$ cat src/rtl/fsmc_bus_frontend.sv
// ---------------------------------------------------------------------------
// fsmc_bus_frontend
//
// Front end of the FSMC slave buffer. Brings the asynchronous MCU FSMC pins
// into the clk domain, filters short noe/nwe pulses, flags protocol errors and
// hands the downstream buffer clean single-cycle write/read strobes. Read data
// returned by the buffer is registered onto the pad output.
//
// Optional feature macro: FSMC_NE3_EN
//   defined   : nce3 decoded as a second bank (region=1), both selects low
//               during a pulse is an error.
//   undefined : nce3 ignored, region always 0.
//
// Ports
//   clk, rst_n       clock, synchronous active-low reset
//   noe, nwe         FSMC output/write enable (active-low, async)
//   nce2, nce3       FSMC bank chip selects (active-low, async)
//   addr, data_in    FSMC address and pad input data (async)
//   data_out/data_oe pad output value / enable (enable is combinational)
//   wr_stb/addr/data one-cycle write strobe with captured address and data
//   rd_stb/rd_addr   one-cycle read request with address
//   rd_data          downstream read data, sampled the edge after rd_stb
//   region           bank of the most recent strobe (0=nce2, 1=nce3)
//   err_cnt          saturating protocol/glitch error counter
//
// Handshake: wr_stb and rd_stb are fire-and-forget pulses; the downstream
// buffer has no ready and must accept every strobe. rd_data must be valid
// while rd_stb is high; it is captured on the following edge.
//
// FSM state is held in the internal signal 'state' for binding checkers.
// ---------------------------------------------------------------------------
module fsmc_bus_frontend #(
  parameter int DW          = 16,
  parameter int AW          = 2,
  parameter int SYNC_STAGES = 3,
  parameter int MIN_PULSE   = 2
) (
  input  logic          clk,
  input  logic          rst_n,
  input  logic          noe,
  input  logic          nwe,
  input  logic          nce2,
  input  logic          nce3,
  input  logic [AW-1:0] addr,
  input  logic [DW-1:0] data_in,
  output logic [DW-1:0] data_out,
  output logic          data_oe,
  output logic          wr_stb,
  output logic [AW-1:0] wr_addr,
  output logic [DW-1:0] wr_data,
  output logic          rd_stb,
  output logic [AW-1:0] rd_addr,
  input  logic [DW-1:0] rd_data,
  output logic          region,
  output logic [7:0]    err_cnt
);

  // -------------------------------------------------------------------------
  // Synchronisers: stage 0 samples the pin, stage SYNC_STAGES-1 is used.
  // -------------------------------------------------------------------------
  logic [SYNC_STAGES-1:0]         noe_sync;
  logic [SYNC_STAGES-1:0]         nwe_sync;
  logic [SYNC_STAGES-1:0]         nce2_sync;
  logic [SYNC_STAGES-1:0][AW-1:0] addr_sync;
  logic [SYNC_STAGES-1:0][DW-1:0] data_sync;

  always_ff @(posedge clk) begin
    if (!rst_n) begin
      noe_sync  <= '1;
      nwe_sync  <= '1;
      nce2_sync <= '1;
      addr_sync <= '0;
      data_sync <= '0;
    end else begin
      noe_sync  <= {noe_sync[SYNC_STAGES-2:0], noe};
      nwe_sync  <= {nwe_sync[SYNC_STAGES-2:0], nwe};
      nce2_sync <= {nce2_sync[SYNC_STAGES-2:0], nce2};
      addr_sync <= {addr_sync[SYNC_STAGES-2:0], addr};
      data_sync <= {data_sync[SYNC_STAGES-2:0], data_in};
    end
  end

  logic          noe_s;
  logic          nwe_s;
  logic          nce2_s;
  logic [AW-1:0] addr_s;
  logic [DW-1:0] data_s;
  logic          sel_s;   // some bank selected
  logic          bank_s;  // 1 when the nce3 bank is the one selected
  logic          conf_s;  // both banks selected at once (protocol error)

  assign noe_s  = noe_sync[SYNC_STAGES-1];
  assign nwe_s  = nwe_sync[SYNC_STAGES-1];
  assign nce2_s = nce2_sync[SYNC_STAGES-1];
  assign addr_s = addr_sync[SYNC_STAGES-1];
  assign data_s = data_sync[SYNC_STAGES-1];

`ifdef FSMC_NE3_EN
  logic [SYNC_STAGES-1:0] nce3_sync;
  logic                   nce3_s;

  always_ff @(posedge clk) begin
    if (!rst_n) begin
      nce3_sync <= '1;
    end else begin
      nce3_sync <= {nce3_sync[SYNC_STAGES-2:0], nce3};
    end
  end

  assign nce3_s  = nce3_sync[SYNC_STAGES-1];
  assign sel_s   = ~nce2_s | ~nce3_s;
  assign bank_s  = ~nce3_s;
  assign conf_s  = ~nce2_s & ~nce3_s;
  // Pad enable follows the raw pins so the bus turns around without delay.
  assign data_oe = rst_n & ~noe & (~nce2 | ~nce3);
`else
  logic unused_nce3;

  assign unused_nce3 = nce3;
  assign sel_s       = ~nce2_s;
  assign bank_s      = 1'b0;
  assign conf_s      = 1'b0;
  assign data_oe     = rst_n & ~noe & ~nce2;
`endif

  // -------------------------------------------------------------------------
  // Helpers
  // -------------------------------------------------------------------------
  logic [3:0] cnt;
  logic [3:0] cnt_inc;
  logic [7:0] err_nxt;
  logic [2:0] settle_cnt;
  logic       settled;

  assign cnt_inc = (cnt == 4'd15) ? cnt : cnt + 4'd1;
  assign err_nxt = (err_cnt == 8'hFF) ? err_cnt : err_cnt + 8'd1;

  // The synchronisers are preset to "idle" in reset, so for SYNC_STAGES
  // cycles after release their outputs do not yet reflect the pins. Holding
  // WAIT_IDLE until the pipeline has refilled keeps a pulse that was already
  // in progress at reset release from looking like a fresh one.
  assign settled = (settle_cnt == 3'(SYNC_STAGES));

  // Write capture registers, refreshed every synced-low cycle of nwe so the
  // strobe carries the values present at the end of the pulse.
  logic [AW-1:0] cap_addr;
  logic [DW-1:0] cap_data;
  logic          cap_sel;
  logic          cap_bank;
  logic          cap_conf;

  // -------------------------------------------------------------------------
  // Protocol FSM
  // -------------------------------------------------------------------------
  typedef enum logic [2:0] {
    WAIT_IDLE = 3'd0,
    IDLE      = 3'd1,
    WR        = 3'd2,
    RD        = 3'd3,
    RD_HOLD   = 3'd4
  } state_t;

  state_t state;

  always_ff @(posedge clk) begin
    if (!rst_n) begin
      state      <= WAIT_IDLE;
      cnt        <= 4'd0;
      settle_cnt <= 3'd0;
      wr_stb     <= 1'b0;
      rd_stb     <= 1'b0;
      wr_addr    <= '0;
      wr_data    <= '0;
      rd_addr    <= '0;
      data_out   <= '0;
      region     <= 1'b0;
      err_cnt    <= 8'd0;
      cap_addr   <= '0;
      cap_data   <= '0;
      cap_sel    <= 1'b0;
      cap_bank   <= 1'b0;
      cap_conf   <= 1'b0;
    end else begin
      // Strobes are single-cycle by construction.
      wr_stb <= 1'b0;
      rd_stb <= 1'b0;

      if (!settled) begin
        settle_cnt <= settle_cnt + 3'd1;
      end

      case (state)
        WAIT_IDLE: begin
          if (settled && noe_s && nwe_s) begin
            state <= IDLE;
          end
        end

        IDLE: begin
          if (!noe_s && !nwe_s) begin
            err_cnt <= err_nxt;
            state   <= WAIT_IDLE;
          end else if (!nwe_s) begin
            state    <= WR;
            cnt      <= 4'd1;
            cap_addr <= addr_s;
            cap_data <= data_s;
            cap_sel  <= sel_s;
            cap_bank <= bank_s;
            cap_conf <= conf_s;
          end else if (!noe_s) begin
            state <= RD;
            cnt   <= 4'd1;
          end
        end

        WR: begin
          if (!noe_s) begin
            err_cnt <= err_nxt;
            state   <= WAIT_IDLE;
          end else if (!nwe_s) begin
            cnt      <= cnt_inc;
            cap_addr <= addr_s;
            cap_data <= data_s;
            cap_sel  <= sel_s;
            cap_bank <= bank_s;
            cap_conf <= conf_s;
          end else begin
            // nwe released: decide on the whole pulse.
            state <= IDLE;
            if (cnt < 4'(MIN_PULSE)) begin
              err_cnt <= err_nxt;
            end else if (cap_conf) begin
              err_cnt <= err_nxt;
            end else if (cap_sel) begin
              wr_stb  <= 1'b1;
              wr_addr <= cap_addr;
              wr_data <= cap_data;
              region  <= cap_bank;
            end
          end
        end

        RD: begin
          if (!nwe_s) begin
            err_cnt <= err_nxt;
            state   <= WAIT_IDLE;
          end else if (noe_s) begin
            // Released before the pulse qualified.
            state <= IDLE;
            if (cnt < 4'(MIN_PULSE)) begin
              err_cnt <= err_nxt;
            end
          end else begin
            cnt <= cnt_inc;
            // Request the read as soon as the pulse qualifies so the data
            // has the rest of the noe low time to reach the pads.
            if (cnt_inc >= 4'(MIN_PULSE)) begin
              state <= RD_HOLD;
              if (conf_s) begin
                err_cnt <= err_nxt;
              end else if (sel_s) begin
                rd_stb  <= 1'b1;
                rd_addr <= addr_s;
                region  <= bank_s;
              end
            end
          end
        end

        RD_HOLD: begin
          // rd_stb is still high on the first cycle here, which is exactly
          // when the downstream read data is presented.
          if (rd_stb) begin
            data_out <= rd_data;
          end
          if (!nwe_s) begin
            err_cnt <= err_nxt;
            state   <= WAIT_IDLE;
          end else if (noe_s) begin
            state <= IDLE;
          end
        end

        default: begin
          state <= WAIT_IDLE;
        end
      endcase
    end
  end

endmodule

$ cat config.mk
export PLATFORM = sky130hd
export DESIGN_NAME = fsmc_bus_frontend
export DESIGN_NICKNAME = d
export VERILOG_FILES = /design/src/rtl/fsmc_bus_frontend.sv
export SDC_FILE = /design/constraint.sdc
export NUM_CORES = 1
export LEC_CHECK = 0
export CORE_ASPECT_RATIO = 0.7
export CORE_MARGIN = 1.5
export CORE_UTILIZATION = 36
export DETAILED_ROUTE_END_ITERATION = 10
export REMOVE_ABC_BUFFERS = 1
export SYNTH_ARGS = -nofsm -noshare
export SYNTH_HDL_FRONTEND = slang
export SYNTH_SLANG_ARGS = --single-unit
$ cat constraint.sdc
create_clock -name clk -period 2.04 [get_ports clk]
set_input_delay 0.408 -clock clk [delete_from_list [all_inputs] [get_ports clk]]
set_output_delay 0.408 -clock clk [all_outputs]
set_load 0.1 [all_outputs]
==> flow_metrics.tcl, run 1 <==
set metrics [dict create \
    synth_cells 502 \
    synth.distinct_cells 49 \
    hold_slack_ns 0.2965 \
    synth_seq_area_share_pct 57.76 \
    period_share_pct 95.17 \
    grt_pass1_vias 3415 \
    reg2reg_depth 5 \
    finalSetupViolCount 0 \
    async_reset_ff_share_pct 0 \
    grt_usage_pct 15.02 \
    hold_class "in2reg" \
    slew_headroom_pct 61.76 \
    cp_slowest_cell "or3_2" \
    root_buffer "clkbuf_16" \
    cts-resized-gates 0 \
    p_switching_uw 1374 \
    firstDrtPassIters 5 \
    core_area_sq_um 13230 \
    ir_worst_vdd_mv 0.5605 \
    cts_tree "done" \
    ys_ff_latch 141 \
    critPathArrivalTime_ns 2.29 \
    synth_edf_count 0 \
    power.density_nw_per_um2 977.7 \
    dr.first_iter.drc_count 188 \
    slew_viol_final 0 \
    cpPeakStageDelay_ns 0.44 \
    swShare_pct 21.71 \
    die_h_um 100.5 \
    diodes 0 \
    initial_core_util_pct 36.95 \
    gp_congestion 0.8413 \
    post_cts_buffers 0 \
    fill_cells 1255 \
    dpl_cell_area_sq_um 5854 \
    setup_tns_ns 0 \
    grt_max_degree 67 \
    place_inst 761 \
    io_pins 88 \
    final_area_sq_um 6472 \
    fin_util_pct 48.94 \
    num_rows 35 \
    max_freq_mhz 515.1 \
    die_area_sq_um 14290 \
    clock_latency_ns 0.41 \
    p_seq_share_pct 45.1 \
    cp-endpoint "err_cnt[2]" \
    ctsHtreeMaxLevel 4 \
    layout-drive-gt1-share_pct 18.42 \
    io_buffers 86 \
    layout_commonest_cell "dfxtp_1" \
    mostFrequentLayoutCells "dfxtp_1, nand2_1, buf_4" \
    crit_start "cnt[1]" \
    clock-sinks 141 \
    synth.cell_area_sq_um 4887 \
    p_int_uw 4954 \
    start_kind "flop" \
    layout.nets 639 \
    vias 3682 \
    routed_via_density 4.643 \
    status "finished clean" \
    grt_pass1_wl_um 16590 \
    drc 0 \
    rrSetupSlack_ns 0.1 \
    fin_worst_skew_ns 0.007378 \
    avgRoutedWirePerCell_um 12.78 \
    crit_required_ns 2.39 \
    cts_buffers 17 \
    synth_warnings 0 \
    rsz0062_at_grt "false" \
    syn_area_per_cell_sq_um 9.735 \
    reg2reg_to "err_cnt[2]" \
    layout_min_cycle_time_ns 1.942 \
    crit_chain "or3_4 -> a2111oi_4 -> o211ai_4 -> or3_2 -> a21oi_1" \
    cp-end-kind "flop" \
    stdcell_count 793 \
    hpwlAfterDp_um 6557 \
    p_leak_uw 0.002490 \
    areaGrowthSynthToFinish_pct 32.44 \
    worst-setup-path-type "reg2reg" \
    die_x_um 142.3 \
    cts_buffer_depth 2 \
    share_comb_of_total_power_pct 5.2 \
    pwr-share-clk_pct 49.8 \
    gr-total-overflow 0 \
    hold_violations 0 \
    tightest_slew_ns 0.5720 \
    r2r_start "cnt[1]" \
    holdBufCountCts 0 \
    path_clk_slew_ns 0.06 \
    path_max_fanout 11 \
    wl_um 10130 \
    synth_flop_cell "dfxtp_1" \
    antenna_found_initial 0 \
    max_cap_viol_count 0 \
    postRouteAntennaNets 0 \
]
[cell type report]
cell class              instances  area, sq um  share of cell area (%)
clock buffers                  20        446.7                   6.901
well taps                     185        231.5                   3.576
repair buffers                103        888.4                   13.73
multi-input cells             325         1894                   29.27
inverters                       7        26.28                  0.4060
clock inverters                12        162.7                   2.513
flip-flops and latches        141         2823                   43.61
[logic make-up (layout without fill, tap and decap cells)]
| kind of cell | count (synthesis) | count (layout) | synth area share [%] |
|---|---|---|---|
| XOR/XNOR | 3 | 3 | 0.5377 |
| flip-flops | 141 | 141 | 57.76 |
| AND/OR/NAND/NOR | 218 | 218 | 22.48 |
| buffers and inverters | 36 | 142 | 3.712 |
| adder cells (fa/ha/maj) | 4 | 4 | 1.024 |
| AO/OA/AOI/OAI | 78 | 78 | 9.985 |
| multiplexers | 22 | 22 | 4.506 |
[Yosys cell counts, drive strengths merged (5+ instances only)]
| cell type | n | share of area [%] |
|---|---|---|
| dfxtp | 141 | 58 |
| nand2 | 82 | 6.3 |
| and2 | 55 | 7.1 |
| a21oi | 46 | 4.7 |
| nor2 | 30 | 2.5 |
| clkbuf | 24 | 2.3 |
| mux2i | 22 | 4.5 |
| nand3 | 10 | 1.0 |
| o21ai | 10 | 1.0 |
| nand2b | 9 | 1.2 |
| inv | 7 | 0.54 |
| or3 | 7 | 1.0 |
| and3 | 5 | 0.64 |
| buf | 5 | 0.92 |
| nand4 | 5 | 0.64 |
[power by group through the flow]
stage	Clock, uW	Sequential [uW]	Combinational, uW
after floorplan	0	2930	146
after global placement	0	2910	317
after detailed placement	0	2910	328
after CTS	3220	2850	329
after global routing	3350	2860	361
final	3150	2850	326
[flip-flops by register name, summed over array words and instances (netlist names), 4 cells and up]
name / count
cnt: 4
err_cnt: 8
data_s: 16
data_sync: 32
cap_data: 16
data_out: 16
wr_data: 16
addr_sync: 4
[worst min-delay path by stage]
| stage | slack (ns) | endpoint | from | cells past startpoint |
|---|---|---|---|---|
| floorplan | 0.39 | nce2_sync[1] | nce2_sync[0] | 1 |
| global placement | 0.40 | nwe_sync[2] | nwe_sync[1] | 1 |
| detailed placement | 0.39 | noe_sync[1] | noe_sync[0] | 1 |
| CTS | 0.29 | nce2_sync[0] | rst_n | 2 |
| global route | 0.29 | nce2_sync[0] | rst_n | 2 |
| finish | 0.30 | nce2_sync[0] | rst_n | 2 |
[per-layer routing]
metal / up-vias / part of all wire, % / track usage [%] / wire (um)
li1: 1867 / - / - / -
met1: 1705 / 49 / 19.31 / 5009
met2: 105 / 44 / 23.34 / 4476
met3: 5 / 5.9 / 5.273 / 601
met4: 0 / 0.43 / 5.710 / 44
met5: - / 0 / 0 / 0
[worst max-delay path: cells and delay by family, from the launching register on]
family,cells,cell delay [ns]
simple gates,2,0.86
compound gates,3,0.68
flops,1,0.35
[through the flow]
| stage | power [uW] | worst slack (ns) |
|---|---|---|
| 6_report | 6328 | 0.09848 |
| 5_1_grt | 6574 | 0.009766 |
| 4_1_cts | 6398 | 0.05389 |
| 3_5_place_dp | 3242 | 0.06607 |
| 3_3_place_gp | 3228 | 0.09061 |
| 2_1_floorplan | 3075 | -0.2775 |
No activity file was read; power rests on OpenSTA's default activity.
==> inputs of run 2 (changes only) <==
RECOVER_POWER = 25   (was default)
==> run 2 against run 1 <==
Clock power hardly changed; critical path type unchanged; setup slack about the same; register-to-register slack about the same; sequential cell count stayed put; count of clock-buffer cells in the layout unchanged; fmax barely moved; routed wire length is essentially flat; utilization shrank 0.057 points; final area decreased by 0.12%.
==> flow_metrics.tcl, run 2 (synthesis gave the netlist of run 1 again) <==
set metrics [dict create \
    root_buffer "clkbuf_16" \
    worst_hold_startpoint "rst_n" \
    setup_tns_ns 0 \
    path_clk_slew_ns 0.06 \
    core_area_sq_um 13230 \
    ctsHtreeMaxLevel 4 \
    die_x_um 142.3 \
    max_cap_viol_count 0 \
    initial_core_util_pct 36.95 \
    io_pins 88 \
    hold_depth 2 \
    areaGrowthSynthToFinish_pct 32.28 \
    gr-total-overflow 0 \
    power.density_nw_per_um2 978.7 \
    swShare_pct 21.73 \
    final_area_sq_um 6465 \
    fin_util_pct 48.88 \
    start_kind "flop" \
    dp_slack_ns 0.06607 \
    holdPathEnd "nce2_sync[0]" \
    postRouteAntennaNets 0 \
    p_leak_uw 0.002483 \
    fin_worst_skew_ns 0.007482 \
    layout_commonest_cell "dfxtp_1" \
    rrSetupSlack_ns 0.1 \
    die_area_sq_um 14290 \
    cp_slowest_cell "or3_2" \
    r2r_start "cnt[1]" \
    critPathArrivalTime_ns 2.29 \
    hold_slack_ns 0.3966 \
    clock_latency_ns 0.41 \
    worst-setup-path-type "reg2reg" \
    antenna_found_initial 0 \
    gp_congestion 0.8413 \
    crit_start "cnt[1]" \
    ir_worst_vdd_mv 0.5606 \
    crit_required_ns 2.39 \
    cts_buffer_depth 2 \
    mostFrequentLayoutCells "dfxtp_1, nand2_1, buf_4" \
    path_max_fanout 11 \
    reg2reg_depth 5 \
    die_h_um 100.5 \
    fill_cells 1259 \
    pwr-share-clk_pct 49.8 \
    drc 0 \
    grt_pass1_vias 3415 \
    hold_violations 0 \
    p_switching_uw 1375 \
    share_comb_of_total_power_pct 5.1 \
    dpl_cell_area_sq_um 5854 \
    crit_chain "or3_4 -> a2111oi_4 -> o211ai_4 -> or3_2 -> a21oi_1" \
    grt_max_degree 67 \
    vias 3691 \
    routed_via_density 4.654 \
    reg2reg_to "err_cnt[2]" \
    finalSetupViolCount 0 \
    clock-sinks 141 \
    largest_register "data_sync" \
    grt_busiest_layer "met2" \
    layout-drive-gt1-share_pct 18.09 \
    firstDrtPassIters 5 \
    p_int_uw 4952 \
    post_cts_buffers 0 \
    met2_usage_pct 23.34 \
    slew_viol_final 0 \
    layout_min_cycle_time_ns 1.941 \
    hold_class "in2reg" \
    cts_buffers 17 \
    p_seq_share_pct 45.1 \
    use_met1_pct 19.31 \
    diodes 0 \
    io_buffers 86 \
    largest_reg_flops 32 \
    tightest_slew_ns 1.005 \
    cp-end-kind "flop" \
    grt_pass1_wl_um 16590 \
    hpwlAfterDp_um 6557 \
    layout.nets 639 \
    slew_headroom_pct 33.00 \
    avgRoutedWirePerCell_um 12.77 \
    rsz0062_at_grt "false" \
    met3_usage_pct 5.273 \
    status "finished clean" \
    cpPeakStageDelay_ns 0.44 \
    wl_um 10130 \
    grt_usage_pct 15.02 \
    num_rows 35 \
    period_share_pct 95.17 \
    dr.first_iter.drc_count 191 \
    max_freq_mhz 515.1 \
    fin_ws_ns 0.09854 \
    cts_tree "done" \
]
run 2: cell count changes in the layout (fill, tap and decap cells not counted), sizes merged:
cell	before	now
buf	66	63
clkdlybuf4s50	37	36
clkbuf	20	23
dlygate4sd3	0	1
run 2: final cells by class:
class / instances / area, sq um / area share [%]
tap: 185 / 231.5 / 3.580
clock inverter: 12 / 162.7 / 2.516
multi-input combinational: 325 / 1894 / 29.30
inverter: 7 / 26.28 / 0.4064
clock buffer: 20 / 446.7 / 6.909
sequential: 141 / 2823 / 43.66
timing repair buffer: 103 / 880.8 / 13.62
run 2: worst max path at each step:
stage / end / slack, ns
2_1_floorplan: err_cnt[2] / -0.28
3_3_place_gp: err_cnt[2] / 0.09
3_5_place_dp: err_cnt[5] / 0.07
4_1_cts: err_cnt[2] / 0.05
5_1_grt: err_cnt[5] / 0.01
6_report: err_cnt[2] / 0.1
run 2: power by group through the flow:
stage | clock, uW | sequential, uW | combinational (uW)
4_1_cts | 3220 | 2850 | 329
3_5_place_dp | 0 | 2910 | 328
3_3_place_gp | 0 | 2910 | 317
5_1_grt | 3350 | 2860 | 360
6_report | 3150 | 2850 | 324
2_1_floorplan | 0 | 2930 | 146
run 2: through the flow:
stage,cells,total power [uW]
6_report,793,6327
5_1_grt,793,6572
3_5_place_dp,761,3242
4_1_cts,793,6398
3_3_place_gp,761,3228
2_1_floorplan,473,3075
run 2: metal layers:
metal | wire, um | vias to the layer above
met1 | 4981 | 1709
met4 | 59 | 0
met5 | 0 | -
li1 | - | 1868
met2 | 4474 | 107
met3 | 610 | 7
run 2: critical path, delay by kind of cell, from the launching register on:
kind,cells,cell delay [ns]
compound gates,3,0.68
simple gates,2,0.86
flops,1,0.35
run 2: repair_timing:
action | CTS | global route
hold buffers | 0 | 0
resized for setup | 0 | 1
setup endpoints to repair | 0 | 3
==> inputs of run 3 (changes only) <==
CELL_PAD_IN_SITES_DETAIL_PLACEMENT = 0   (was default)
CELL_PAD_IN_SITES_GLOBAL_PLACEMENT = 1   (was default)
PLACE_DENSITY_LB_ADDON = 0.1   (was default)
clock period = 2.05 ns   (was 2.04 ns; I/O delays follow)
==> run 3 against run 2 <==
Clock skew is 0.0019 ns higher; power is 2.9% lower; utilization decreased by 0.19 points; via count down 1.9%; global-route usage fell by 0.34 points; register-to-register slack got worse by 0.02 ns; sequential share of layout area up 0.17 points; clock power is 5% lower; critical path depth unchanged; critical path type unchanged.
==> flow_metrics.tcl, run 3 (synthesis gave the netlist of run 1 again) <==
set metrics [dict create \
    hpwlAfterDp_um 6406 \
    gp_congestion 0.8315 \
    layout-drive-gt1-share_pct 18.32 \
    drc 0 \
    status "finished clean" \
    place_inst 760 \
    antenna_found_initial 0 \
    gr-total-overflow 0 \
    largest_register "data_sync" \
    finalSetupViolCount 0 \
    avgRoutedWirePerCell_um 12.70 \
    period_share_pct 95.97 \
    fin_worst_skew_ns 0.009367 \
    postRouteAntennaNets 0 \
    io_pins 88 \
    cts-resized-gates 0 \
    r2r_start "cnt[1]" \
    holdPathEnd "nce2_sync[0]" \
    post_cts_buffers 0 \
    grt_pass1_vias 3265 \
    cts_tree "done" \
    stdcell_count 791 \
    crit_chain "or3_4 -> a2111oi_4 -> o211ai_4 -> or3_2 -> a21oi_1" \
    cts_buffers 17 \
    die_x_um 142.3 \
    critPathArrivalTime_ns 2.31 \
    grt_usage_pct 14.69 \
    max_cap_viol_count 0 \
    layout.nets 638 \
    num_rows 35 \
    root_buffer "clkbuf_16" \
    vias 3622 \
    areaGrowthSynthToFinish_pct 31.77 \
    dr.first_iter.drc_count 154 \
    slew_viol_final 0 \
    worst-setup-path-type "reg2reg" \
    rrSetupSlack_ns 0.08 \
    power_uw 6145 \
    hold_violations 0 \
    path_clk_slew_ns 0.06 \
    initial_core_util_pct 36.95 \
    core_area_sq_um 13230 \
    p_leak_uw 0.002483 \
    crit_required_ns 2.39 \
    wl_um 10050 \
    routed_via_density 4.579 \
    holdBufCountCts 0 \
    grt_max_degree 58 \
    io_buffers 86 \
    grt_pass1_wl_um 16200 \
    largest_reg_flops 32 \
    cp_slowest_cell "or3_2" \
    reg2reg_to "err_cnt[2]" \
    hold_depth 2 \
    mostFrequentLayoutCells "dfxtp_1, nand2_1, buf_4" \
    clock-sinks 141 \
    layout_commonest_cell "dfxtp_1" \
    diodes 0 \
    slew_headroom_pct 36.42 \
    max_freq_mhz 508.3 \
    power.density_nw_per_um2 954.2 \
    cpPeakStageDelay_ns 0.43 \
    cp-end-kind "flop" \
    path_buf_inv 0 \
    dpl_cell_area_sq_um 5859 \
    die_area_sq_um 14290 \
    ctsHtreeMaxLevel 4 \
    worst_hold_startpoint "rst_n" \
    hold_class "in2reg" \
    clock_latency_ns 0.41 \
    cts_buffer_depth 2 \
    start_kind "flop" \
    die_h_um 100.5 \
    tightest_slew_ns 0.9538 \
    critPathTopFamily "simple AND/OR/NAND/NOR gates" \
    firstDrtPassIters 4 \
    ir_worst_vdd_mv 0.6250 \
    layout_min_cycle_time_ns 1.967 \
    final_area_sq_um 6440 \
    path_max_fanout 11 \
    reg2reg_depth 5 \
]
run 3: cell count changes in the layout (fill, tap and decap cells not counted), sizes merged:
cell      delta
bufinv       -1
clkbuf       -3
clkinv       +3
clkinvlp     -2
inv          +1
run 3: through the flow:
step           util [%]    TNS, ns  hold slack, ns  setup slack [ns]
2_1_floorplan         -     -1.548          0.3863           -0.2675
3_3_place_gp      44.30          0          0.3966           0.07507
3_5_place_dp      44.30          0          0.3909           0.08331
4_1_cts           48.68          0          0.3601           0.03971
5_1_grt           48.69  -0.008132          0.3783         -0.008132
6_report          48.69          0          0.3663           0.08261
run 3: final cells by class:
class                           count  area (sq um)
Fill cell                        1248          6785
Sequential cell                   141          2823
Multi-Input combinational cell    325          1894
Timing Repair Buffer              102         887.1
Clock buffer                       18         439.2
Tap cell                          185         231.5
Clock inverter                     13         138.9
Inverter                            7         26.28
run 3: per-layer routing:
metal  global-route usage, %  vias to the layer above  share of wire [%]
met4                   6.027                        0                1.4
met5                       0                        -                  0
met3                   4.941                       16                5.3
met1                   20.65                     1652                 54
li1                        -                     1864                  -
met2                   20.56                       90                 40
run 3: worst max path at each step:
stage,startpoint,to,slack [ns],cells after the start
2_1_floorplan,err_cnt[0],err_cnt[2],-0.27,6
4_1_cts,cnt[1],err_cnt[2],0.04,5
5_1_grt,cnt[1],err_cnt[2],-0.008,5
6_report,cnt[1],err_cnt[2],0.08,5
3_3_place_gp,cnt[1],err_cnt[2],0.08,5
3_5_place_dp,cnt[1],err_cnt[2],0.08,5
run 3: power by group:
| part | switching, uW | internal (uW) |
|---|---|---|
| Sequential | 30.1 | 2810 |
| Combinational | 166 | 157 |
| Clock | 1160 | 1820 |
run 3: worst reg2reg max path, delay by kind of cell, from the launching register on:
family             cells  cell delay [ns]
AOI/OAI and AO/OA      3             0.71
DFF                    1             0.35
and+or+nand+nor        2             0.85
